$ cat src/rtl/avr_cpu_core.sv
// Compact AVR-subset core with a 32x8 register file and SREG, single-issue and in-order.
// It fetches from a synchronous code ROM and uses a synchronous byte-wide data RAM.
module avr_cpu_core (
    input  logic        clk,
    input  logic        reset,
    output logic [15:0] pc,
    input  logic [15:0] cdata,
    output logic [15:0] data_addr,
    output logic        data_wen,
    output logic        data_ren,
    input  logic [7:0]  data_read,
    output logic [7:0]  data_write
);
    localparam int FC = 0, FZ = 1, FN = 2, FV = 3, FS = 4, FH = 5;

    typedef enum logic [2:0] {K_NONE, K_ADD, K_SUB, K_AND, K_OR, K_EOR, K_MOV} alu_kind_e;

    logic [15:0] pc_q, pc_d, ipc_q, ipc_d;
    logic        valid_q, valid_d, ld_wb_q, ld_wb_d;
    logic [4:0]  ld_rd_q, ld_rd_d;
    logic [7:0]  regs_q [32];
    logic [7:0]  regs_d [32];
    logic [7:0]  sreg_q, sreg_d;

    alu_kind_e   kind;
    logic        imm_fmt, exec, use_c, wr_en, mem_ok;
    logic [4:0]  rd_idx, rr_idx, ptr_lo;
    logic [7:0]  rd_val, rr_val, b_val, cin, add_r, sub_r, res;
    logic [15:0] ptr, ptr_inc;

    function automatic logic [7:0] arith_flags(input logic [7:0] s_old, input logic sub,
                                               input logic keep_z, input logic [7:0] a,
                                               input logic [7:0] b, input logic [7:0] r);
        logic [7:0] s;
        s = s_old;
        if (sub) begin
            s[FH] = (~a[3] & b[3]) | (b[3] & r[3]) | (r[3] & ~a[3]);
            s[FV] = (a[7] & ~b[7] & ~r[7]) | (~a[7] & b[7] & r[7]);
            s[FC] = (~a[7] & b[7]) | (b[7] & r[7]) | (r[7] & ~a[7]);
        end else begin
            s[FH] = (a[3] & b[3]) | (b[3] & ~r[3]) | (~r[3] & a[3]);
            s[FV] = (a[7] & b[7] & ~r[7]) | (~a[7] & ~b[7] & r[7]);
            s[FC] = (a[7] & b[7]) | (b[7] & ~r[7]) | (~r[7] & a[7]);
        end
        s[FN] = r[7];
        // Carry-chained compares only keep Z set if every earlier byte was zero too.
        s[FZ] = (r == 8'h00) & (~keep_z | s_old[FZ]);
        s[FS] = s[FN] ^ s[FV];
        return s;
    endfunction

    function automatic logic [7:0] nz_flags(input logic [7:0] s_old, input logic v,
                                            input logic [7:0] r);
        logic [7:0] s;
        s = s_old;
        s[FV] = v;
        s[FN] = r[7];
        s[FZ] = (r == 8'h00);
        s[FS] = r[7] ^ v;
        return s;
    endfunction

    function automatic logic [7:0] shift_flags(input logic [7:0] s_old, input logic c,
                                               input logic [7:0] r);
        logic [7:0] s;
        s = nz_flags(s_old, r[7] ^ c, r);
        s[FC] = c;
        return s;
    endfunction

    assign pc      = pc_q;
    assign exec    = valid_q && !ld_wb_q && !reset;
    assign imm_fmt = (cdata[15:12] inside {4'h3, 4'h4, 4'h5, 4'h6, 4'h7, 4'hE});
    assign rd_idx  = imm_fmt ? {1'b1, cdata[7:4]} : cdata[8:4];
    assign rr_idx  = {cdata[9], cdata[3:0]};
    assign rd_val  = regs_q[rd_idx];
    assign rr_val  = regs_q[rr_idx];
    assign b_val   = imm_fmt ? {cdata[11:8], cdata[3:0]} : rr_val;
    assign use_c   = (cdata[15:10] == 6'b000001) || (cdata[15:10] == 6'b000010) ||
                     (cdata[15:10] == 6'b000111) || (cdata[15:12] == 4'h4);
    assign cin     = {7'd0, use_c & sreg_q[FC]};
    assign add_r   = rd_val + b_val + cin;
    assign sub_r   = rd_val - b_val - cin;

    assign ptr_lo  = (cdata[3:2] == 2'b11) ? 5'd26 : (cdata[3:2] == 2'b10) ? 5'd28 : 5'd30;
    assign ptr     = {regs_q[{ptr_lo[4:1], 1'b1}], regs_q[ptr_lo]};
    assign ptr_inc = ptr + 16'd1;
    assign mem_ok  = !cdata[1] && (cdata[3:2] != 2'b01);

    always_comb begin
        // NOTE: every signal written here gets a default first, so no path can infer a latch.
        pc_d       = pc_q + 16'd1;
        ipc_d      = pc_q;
        valid_d    = 1'b1;
        ld_wb_d    = 1'b0;
        ld_rd_d    = ld_rd_q;
        regs_d     = regs_q;
        sreg_d     = sreg_q;
        data_addr  = '0;
        data_ren   = 1'b0;
        data_wen   = 1'b0;
        data_write = '0;
        kind       = K_NONE;
        wr_en      = 1'b0;
        res        = '0;

        if (ld_wb_q && !reset) begin
            regs_d[ld_rd_q] = data_read;
        end

        if (exec) begin
            casez (cdata[15:10])
                6'b000001: kind = K_SUB;
                6'b000010: begin kind = K_SUB; wr_en = 1'b1; end
                6'b000011: begin kind = K_ADD; wr_en = 1'b1; end
                6'b000101: kind = K_SUB;
                6'b000110: begin kind = K_SUB; wr_en = 1'b1; end
                6'b000111: begin kind = K_ADD; wr_en = 1'b1; end
                6'b001000: begin kind = K_AND; wr_en = 1'b1; end
                6'b001001: begin kind = K_EOR; wr_en = 1'b1; end
                6'b001010: begin kind = K_OR;  wr_en = 1'b1; end
                6'b001011: begin kind = K_MOV; wr_en = 1'b1; end
                6'b0011??: kind = K_SUB;
                6'b0100??: begin kind = K_SUB; wr_en = 1'b1; end
                6'b0101??: begin kind = K_SUB; wr_en = 1'b1; end
                6'b0110??: begin kind = K_OR;  wr_en = 1'b1; end
                6'b0111??: begin kind = K_AND; wr_en = 1'b1; end
                6'b1110??: begin kind = K_MOV; wr_en = 1'b1; end
                6'b100101: if (!cdata[9]) begin
                    wr_en = 1'b1;
                    case (cdata[3:0])
                        4'h0: begin
                            res = ~rd_val;
                            sreg_d = nz_flags(sreg_q, 1'b0, res);
                            sreg_d[FC] = 1'b1;
                        end
                        4'h1: begin
                            res = 8'h00 - rd_val;
                            sreg_d = arith_flags(sreg_q, 1'b1, 1'b0, 8'h00, rd_val, res);
                        end
                        4'h2: res = {rd_val[3:0], rd_val[7:4]};
                        4'h3: begin
                            res = rd_val + 8'd1;
                            sreg_d = nz_flags(sreg_q, res == 8'h80, res);
                        end
                        4'h5: begin
                            res = {rd_val[7], rd_val[7:1]};
                            sreg_d = shift_flags(sreg_q, rd_val[0], res);
                        end
                        4'h6: begin
                            res = {1'b0, rd_val[7:1]};
                            sreg_d = shift_flags(sreg_q, rd_val[0], res);
                        end
                        4'h7: begin
                            res = {sreg_q[FC], rd_val[7:1]};
                            sreg_d = shift_flags(sreg_q, rd_val[0], res);
                        end
                        4'hA: begin
                            res = rd_val - 8'd1;
                            sreg_d = nz_flags(sreg_q, res == 8'h7F, res);
                        end
                        default: wr_en = 1'b0;
                    endcase
                end
                6'b100100: if (mem_ok) begin
                    data_addr = ptr;
                    if (cdata[0]) begin
                        regs_d[ptr_lo] = ptr_inc[7:0];
                        regs_d[{ptr_lo[4:1], 1'b1}] = ptr_inc[15:8];
                    end
                    if (cdata[9]) begin
                        data_wen   = 1'b1;
                        data_write = regs_q[cdata[8:4]];
                    end else begin
                        // Hold the fetch so the word behind LD is refetched after writeback.
                        data_ren = 1'b1;
                        pc_d     = pc_q;
                        ipc_d    = ipc_q;
                        ld_wb_d  = 1'b1;
                        ld_rd_d  = cdata[8:4];
                    end
                end
                6'b1100??: begin
                    pc_d    = ipc_q + 16'd1 + {{4{cdata[11]}}, cdata[11:0]};
                    valid_d = 1'b0;
                end
                6'b11110?: if (sreg_q[cdata[2:0]] ^ cdata[10]) begin
                    pc_d    = ipc_q + 16'd1 + {{9{cdata[9]}}, cdata[9:3]};
                    valid_d = 1'b0;
                end
                default: ;
            endcase

            case (kind)
                K_ADD: begin
                    res = add_r;
                    sreg_d = arith_flags(sreg_q, 1'b0, 1'b0, rd_val, b_val, add_r);
                end
                K_SUB: begin
                    res = sub_r;
                    sreg_d = arith_flags(sreg_q, 1'b1, use_c, rd_val, b_val, sub_r);
                end
                K_AND: begin res = rd_val & b_val; sreg_d = nz_flags(sreg_q, 1'b0, res); end
                K_OR:  begin res = rd_val | b_val; sreg_d = nz_flags(sreg_q, 1'b0, res); end
                K_EOR: begin res = rd_val ^ b_val; sreg_d = nz_flags(sreg_q, 1'b0, res); end
                K_MOV: res = b_val;
                default: ;
            endcase

            if (wr_en) begin
                regs_d[rd_idx] = res;
            end
        end
    end

    // NOTE: state updates use nonblocking assignments; blocking is reserved for the _d logic above.
    always_ff @(posedge clk) begin
        if (reset) begin
            pc_q    <= '0;
            ipc_q   <= '0;
            valid_q <= 1'b0;
            ld_wb_q <= 1'b0;
            ld_rd_q <= '0;
            sreg_q  <= '0;
            // NOTE: the register file is built from flops, so it is cleared here like any other state.
            for (int i = 0; i < 32; i++) begin
                regs_q[i] <= '0;
            end
        end else begin
            pc_q    <= pc_d;
            ipc_q   <= ipc_d;
            valid_q <= valid_d;
            ld_wb_q <= ld_wb_d;
            ld_rd_q <= ld_rd_d;
            sreg_q  <= sreg_d;
            regs_q  <= regs_d;
        end
    end
endmodule

$ cat config.mk
export PLATFORM = sky130hd
export DESIGN_NAME = avr_cpu_core
export DESIGN_NICKNAME = d
export VERILOG_FILES = /design/src/rtl/avr_cpu_core.sv
export SDC_FILE = /design/constraint.sdc
export NUM_CORES = 1
export LEC_CHECK = 0
export CORE_MARGIN = 2
export CORE_UTILIZATION = 52
export DETAILED_ROUTE_END_ITERATION = 10
export PLACE_DENSITY = 0.69
export SYNTH_ARGS = -nofsm -noshare
export SYNTH_HDL_FRONTEND = slang
export SYNTH_SLANG_ARGS = --single-unit
$ cat constraint.sdc
create_clock -name clk -period 12.58 [get_ports clk]
set_input_delay 1.887 -clock clk [delete_from_list [all_inputs] [get_ports clk]]
set_output_delay 1.887 -clock clk [all_outputs]
set_load 0.01 [all_outputs]
* Yosys cells after proc, flatten, opt, wreduce, memory -nomap -nowiden *
Index checks and enable logic that the tools add are counted.
Widths: inputs -> output; s select.

storage, ports and cells
  register bits = 301
  input port bits = 26
  output and inout port bits = 42

cells by class
  add/subtract/negate cells = 12
  magnitude comparators = 11
  equal/unequal tests = 47
  muxes and demuxes = 90
  bitwise gates (word level) = 68
  reduce and logical (&&, ||, !) cells = 44

operators with widths
  operator               count
  $mux 256               7
  $bwmux 256             4
  $bmux 8 s5             5
  $mux 16                11
  $mux 8                 22
  $demux 8 s5            4
  $logic_not 8->1        11
  $pmux 8 s8             1
  $add 16x1->16 const B  3
  $pmux 16 s3            1
  $pmux 8 s6             1
  $pmux 6 s7             1
  $ge 6x6->1 const B     6
  $not 5->6              6
  $add 16x16->16         2
  $pmux 6 s5             1
  $eq 4x3->1 const B     7
  $eq 6x4->1 const B     4
  $lt 6x1->1 const B     4
  $and 1x1->1            22
  $mux 1                 22
  $eq 6x3->1 const B     3
  $ne 3x3->1 const B     6
  $pmux 3 s6             1
  54 further kinds       117

* Depth between registers and ports, before layout *
  depth in word-level cells = 18
  gate-level depth with buffers = 25
  mapped depth without buffers = 22

* Least setup slack after synthesis *
Ideal clock, no wire load.

  path type = input-to-reg
  start = input cdata[1]
  end = register regs_q[135] (netlist name)
  setup time = 143 ps
  arrival = 6857 ps
  setup slack = 5580 ps
  cell stages on the path = 24
  cell sequence = clkbuf_1 -> clkbuf_1 -> clkbuf_1 -> mux4_2 -> mux4_2 -> mux2i_1 -> nor2_1 -> a21oi_1 -> inv_1 -> xnor2_1 -> ha_1 -> a21o_1 -> ha_1 -> nand2b_1 -> a21o_1 -> a21oi_1 -> nand2b_1 -> o311ai_1 -> a21oi_1 -> xnor2_1 -> o21ai_1 -> a211oi_4 -> buf_6 -> a211oi_2

on the way
  cells in the longest elaborated chain, start to end = 12
  elaborated cells between the ends (all ways) = 38

ends and longest elaborated chain
  item                                        RTL line  text
  start, declared                             7         input logic [15:0] cdata,
  $not 5->6 (not written as such)             77        assign rr_val = regs_q[rr_idx];
  $bmux 8 s5                                  77
  $mux 8 (not written as such) (2 in series)  77
  $mux 8                                      78        assign b_val = imm_fmt ? {cdata[11:8], cdata[3:0]} : rr_val;
  $sub 8x8->8 or $add 8x8->8 (tied branches)  83, 82
  $sub 8x1->8 or $add 8x1->8 (tied branches)  83, 82
  $pmux 8 s6                                  194       case (kind)
  $mux 8                                      111       if (exec) begin
  $bwmux 256                                  211       regs_d[rd_idx] = res;
  $mux 256 *                                  210       if (wr_en) begin
  $mux 256 *                                  111
  end signal, assigned                        236       regs_q <= regs_d;
  end, declared                               21        logic [7:0] regs_q [32];

Every way passes the cells marked *; elsewhere a longest branch is shown, timed or not. The select of a mux whose other input is x is not followed.
A chain may end at the register's enable or synchronous reset.

* Worst setup path after layout *
  start = input cdata[0]
  end = register regs_q[78] (netlist name)

The elaborated chain is that of the path after synthesis.

==> results.md <==
- Ys async rst share: 0%
- CTS Hold Bufs: 0
- Area leader, netlist: dfxtp_1
- # resized after CTS: 0
- Final Critical Period: 8.04 ns
- Internal: around 1700 uW
- Share of cells above drive strength 1: 17.6%
- Full die area: 0.0493 mm2
- Maximum clock rate: 0.124 GHz
- Core box area: approximately 0.047 mm2
- DR iter-0 viols: 3421
- RSZ-0062 raised after global routing: no
- WL final: around 97 mm
- Cell Area, Synth: 0.0247 mm2
- Max Root-Sink Buffers: 3
- Reg2reg end: regs_q[78]
- Power Density: 93.1 mW/mm2
- Worst rel slew slack: 5.73%
- DRC Markers: 0
- Hold Path End: ipc_q[15]
- IO Count: 68
- Setup Buffers After CTS: 0
- Row count: 79
- Post-synthesis cell type count: 96
- ANT nets after route: 0
- WHS Path Cells: 2
- CTS sink cnt: approximately 300
- Synth area leaders: dfxtp_1, mux4_2, a211oi_1, mux2_2, mux2i_1
- HP Class: flop to flop
- Crit path buf inv count: 4
- Synth Instances: 2753
- Starting Density: 52.9%
- CP max stage delay: 0.96 ns
- Synth cell count leaders: dfxtp_1, nor2_1, a211oi_1, a21oi_1, nand2_1
- Clock latency on the worst-skew pair: between 0.5 and 0.6 ns
- Ys flop type: dfxtp_1
- Hold Crit Start: ipc_q[15]
- CP arrival: 8.43 ns
- Reg clk slew, reported paths: 0.05 ns
- CP top delay family: compound AO/OA/AOI/OAI gates
- Layout area overhead: 8.79%
- Inserted Clock Buffers: 37
- Combinational group share of total power: 17.2%
- Die Y: 222 um
- Syn Area/Cell: ~9.0 um2
- Initial antenna violation count: 0
- GRT Total Usage: 38.3%
- Register area share after synthesis: between 20% and 30%
- Reg-to-Reg Start: regs_q[8]
- Setup ws final: approximately 4.5 ns
- Placement Setup Slack: 4.18 ns
- Final Max Tran Viols: 0
- Register share of total power: 38.7%
- Yosys top cell area share: 24.4%
- CTS tree: yes
- DR pass1 iterations: 6
- Period utilisation layout: 63.9%
- Number of buffers added on ports: 67
- R2R Setup Slk: 6.71 ns
- Most common cell in the netlist: dfxtp_1
- Static Leakage: 0.00977 uW
- H-tree levels: 2
- First-pass GRT wire length: between 100 and 150 mm
- Setup TNS: 0 ns
- Wire length per cell: 29.1 um
- Fillers: 4160
- Worst Setup End Kind: flop
- Nets@finish: ~2800
- Crit path top cell by count: a21oi_1
- Worst-path cell chain: buf_4, buf_4, mux4_2, mux4_2, mux2i_1, nor2_1, a21oi_1, inv_1, xnor2_1, ha_1, a21o_1, inv_1, fa_1, nand2_1, a21oi_1, o21bai_1, a21oi_1, xnor2_1, a221oi_1, o221ai_1, a21oi_4, a211oi_1
- Final setup vio count: 0
- Skew final: 0.0403 ns
- Switch share: 30.2%
- Peak VDD IR: 0.0000992 V
- Max_cap viols: 0
- Post-Layout Cell Count: ~3300
- CP required: 12.97 ns
- Synthesized net count: 2857
- Vias per cell: 7.30
- Remaining global-route overflow: 0
- Critical-path maximum fanout: 35
- Clk pwr share: 44.0%
- R2R depth: 20
- Largest net degree at the start of global routing: 214
- Final Wtd Congestion: 1.02
- Setup Crit Path Kind: input port to flop
- DP HPWL: ~67 mm
- Post-synth EDFFs: 0
- Ys Warns: 0
- Status: completed
- Synth Register Bits: 301
- Die X: around 220 um
- Worst setup SP type: input port
- Placed cell count: 3262
- Via count: 24300
- Vias in the first global route: 22700
- P_sw: 756 uW
- Final hold violations: 0
- Worst Max-Slew Pin Slew: ~1.4 ns
- Critical-path top delay cell: a21oi_4
- Root Buffer: clkbuf_16
## kinds of logic after synthesis
group	after synthesis	share of synthesized area (%)
AND/OR/NAND/NOR	768	14.8
XOR/XNOR	75	2.66
multiplexers	407	25.9
flip-flops	301	24.4
adder cells (fa/ha/maj)	78	4.16
AO/OA/AOI/OAI	818	22.8
buffers and inverters	306	5.33
## cell usage in the layout, fill, tap and decap left out, drive strengths merged, types with 47 or more instances in the layout
cell type	instances
nor2	265
nand3	49
a21oi	201
mux2i	112
mux4	170
xnor2	50
buf	78
clkdlybuf4s50	55
nor2b	101
ha	71
a211oi	235
nand2	178
dfxtp	301
nor3	47
o21ai	151
inv	71
clkbuf	56
mux2	125
## stage by stage
step | util, % | power, uW | instance area [um2] | hold slack (ns)
3_5_place_dp | 54.9 | 1410 | 25700 | 0.468
4_1_cts | 57.5 | 2500 | 26900 | 0.475
5_1_grt | 57.5 | 2570 | 26900 | 0.502
2_1_floorplan | - | 1280 | 24700 | 0.432
3_3_place_gp | 54.9 | 1400 | 25700 | 0.452
6_report | 57.5 | 2500 | 26900 | 0.473
## sequential cells by signal, indices dropped and copies added, names as in the netlist
register  count
regs_q      256
valid_q       1
pc           16
ld_rd_q       5
sreg_q        6
ipc_q        16
ld_wb_q       1
## power groups by stage
| stage | registers [uW] | logic (uW) | clock network, uW |
|---|---|---|---|
| final | 971 | 431 | 1100 |
| after global placement | 990 | 412 | 0 |
| after detailed placement | 991 | 416 | 0 |
| after CTS | 970 | 418 | 1110 |
| after global routing | 971 | 454 | 1150 |
| after floorplan | 988 | 295 | 0 |
## worst max path at each step
stage / start / endpoint / cells after the start
after floorplan: cdata[1] / regs_q[135] / 24
after global placement: cdata[0] / regs_q[166] / 22
after detailed placement: cdata[13] / regs_q[63] / 21
after CTS: cdata[11] / data_ren / 8
after global routing: cdata[13] / regs_q[167] / 21
final: cdata[0] / regs_q[78] / 22
## worst register-to-register path, cell delays in order (launching register included)
cell	delay [ns]
dfxtp_1	0.39
mux4_2	0.50
mux4_2	0.50
mux2i_1	0.31
nor2_1	0.12
a21oi_1	0.39
inv_1	0.15
xnor2_1	0.17
ha_1	0.16
a21o_1	0.13
inv_1	0.07
fa_1	0.43
nand2_1	0.09
a21oi_1	0.09
o21bai_1	0.16
a21oi_1	0.10
xnor2_1	0.17
a221oi_1	0.29
o221ai_1	0.28
a21oi_4	0.96
a211oi_1	0.22
## final cells by class
cell class                 count  area (um2)  area share, %
clock buffer                  55        1070           4.00
inverter                      74         285           1.06
timing repair buffer         134        1140           4.25
clock inverter                 7         141          0.526
antenna                        1        2.50        0.00931
sequential                   301        6030           22.4
tap                          607         759           2.82
multi-input combinational   2146       17500           64.9
## layer usage
layer / vias up / GRT usage, % / share of wire [%] / routed length (um)
li1: 10400 / - / - / -
met1: 11700 / 49.4 / 38 / 37000
met2: 1795 / 58.0 / 43 / 42100
met3: 367 / 10.9 / 12 / 12000
met4: 0 / 20.6 / 5.9 / 5760
met5: - / 0 / 0 / 0
(Power assumes the default switching activity.)
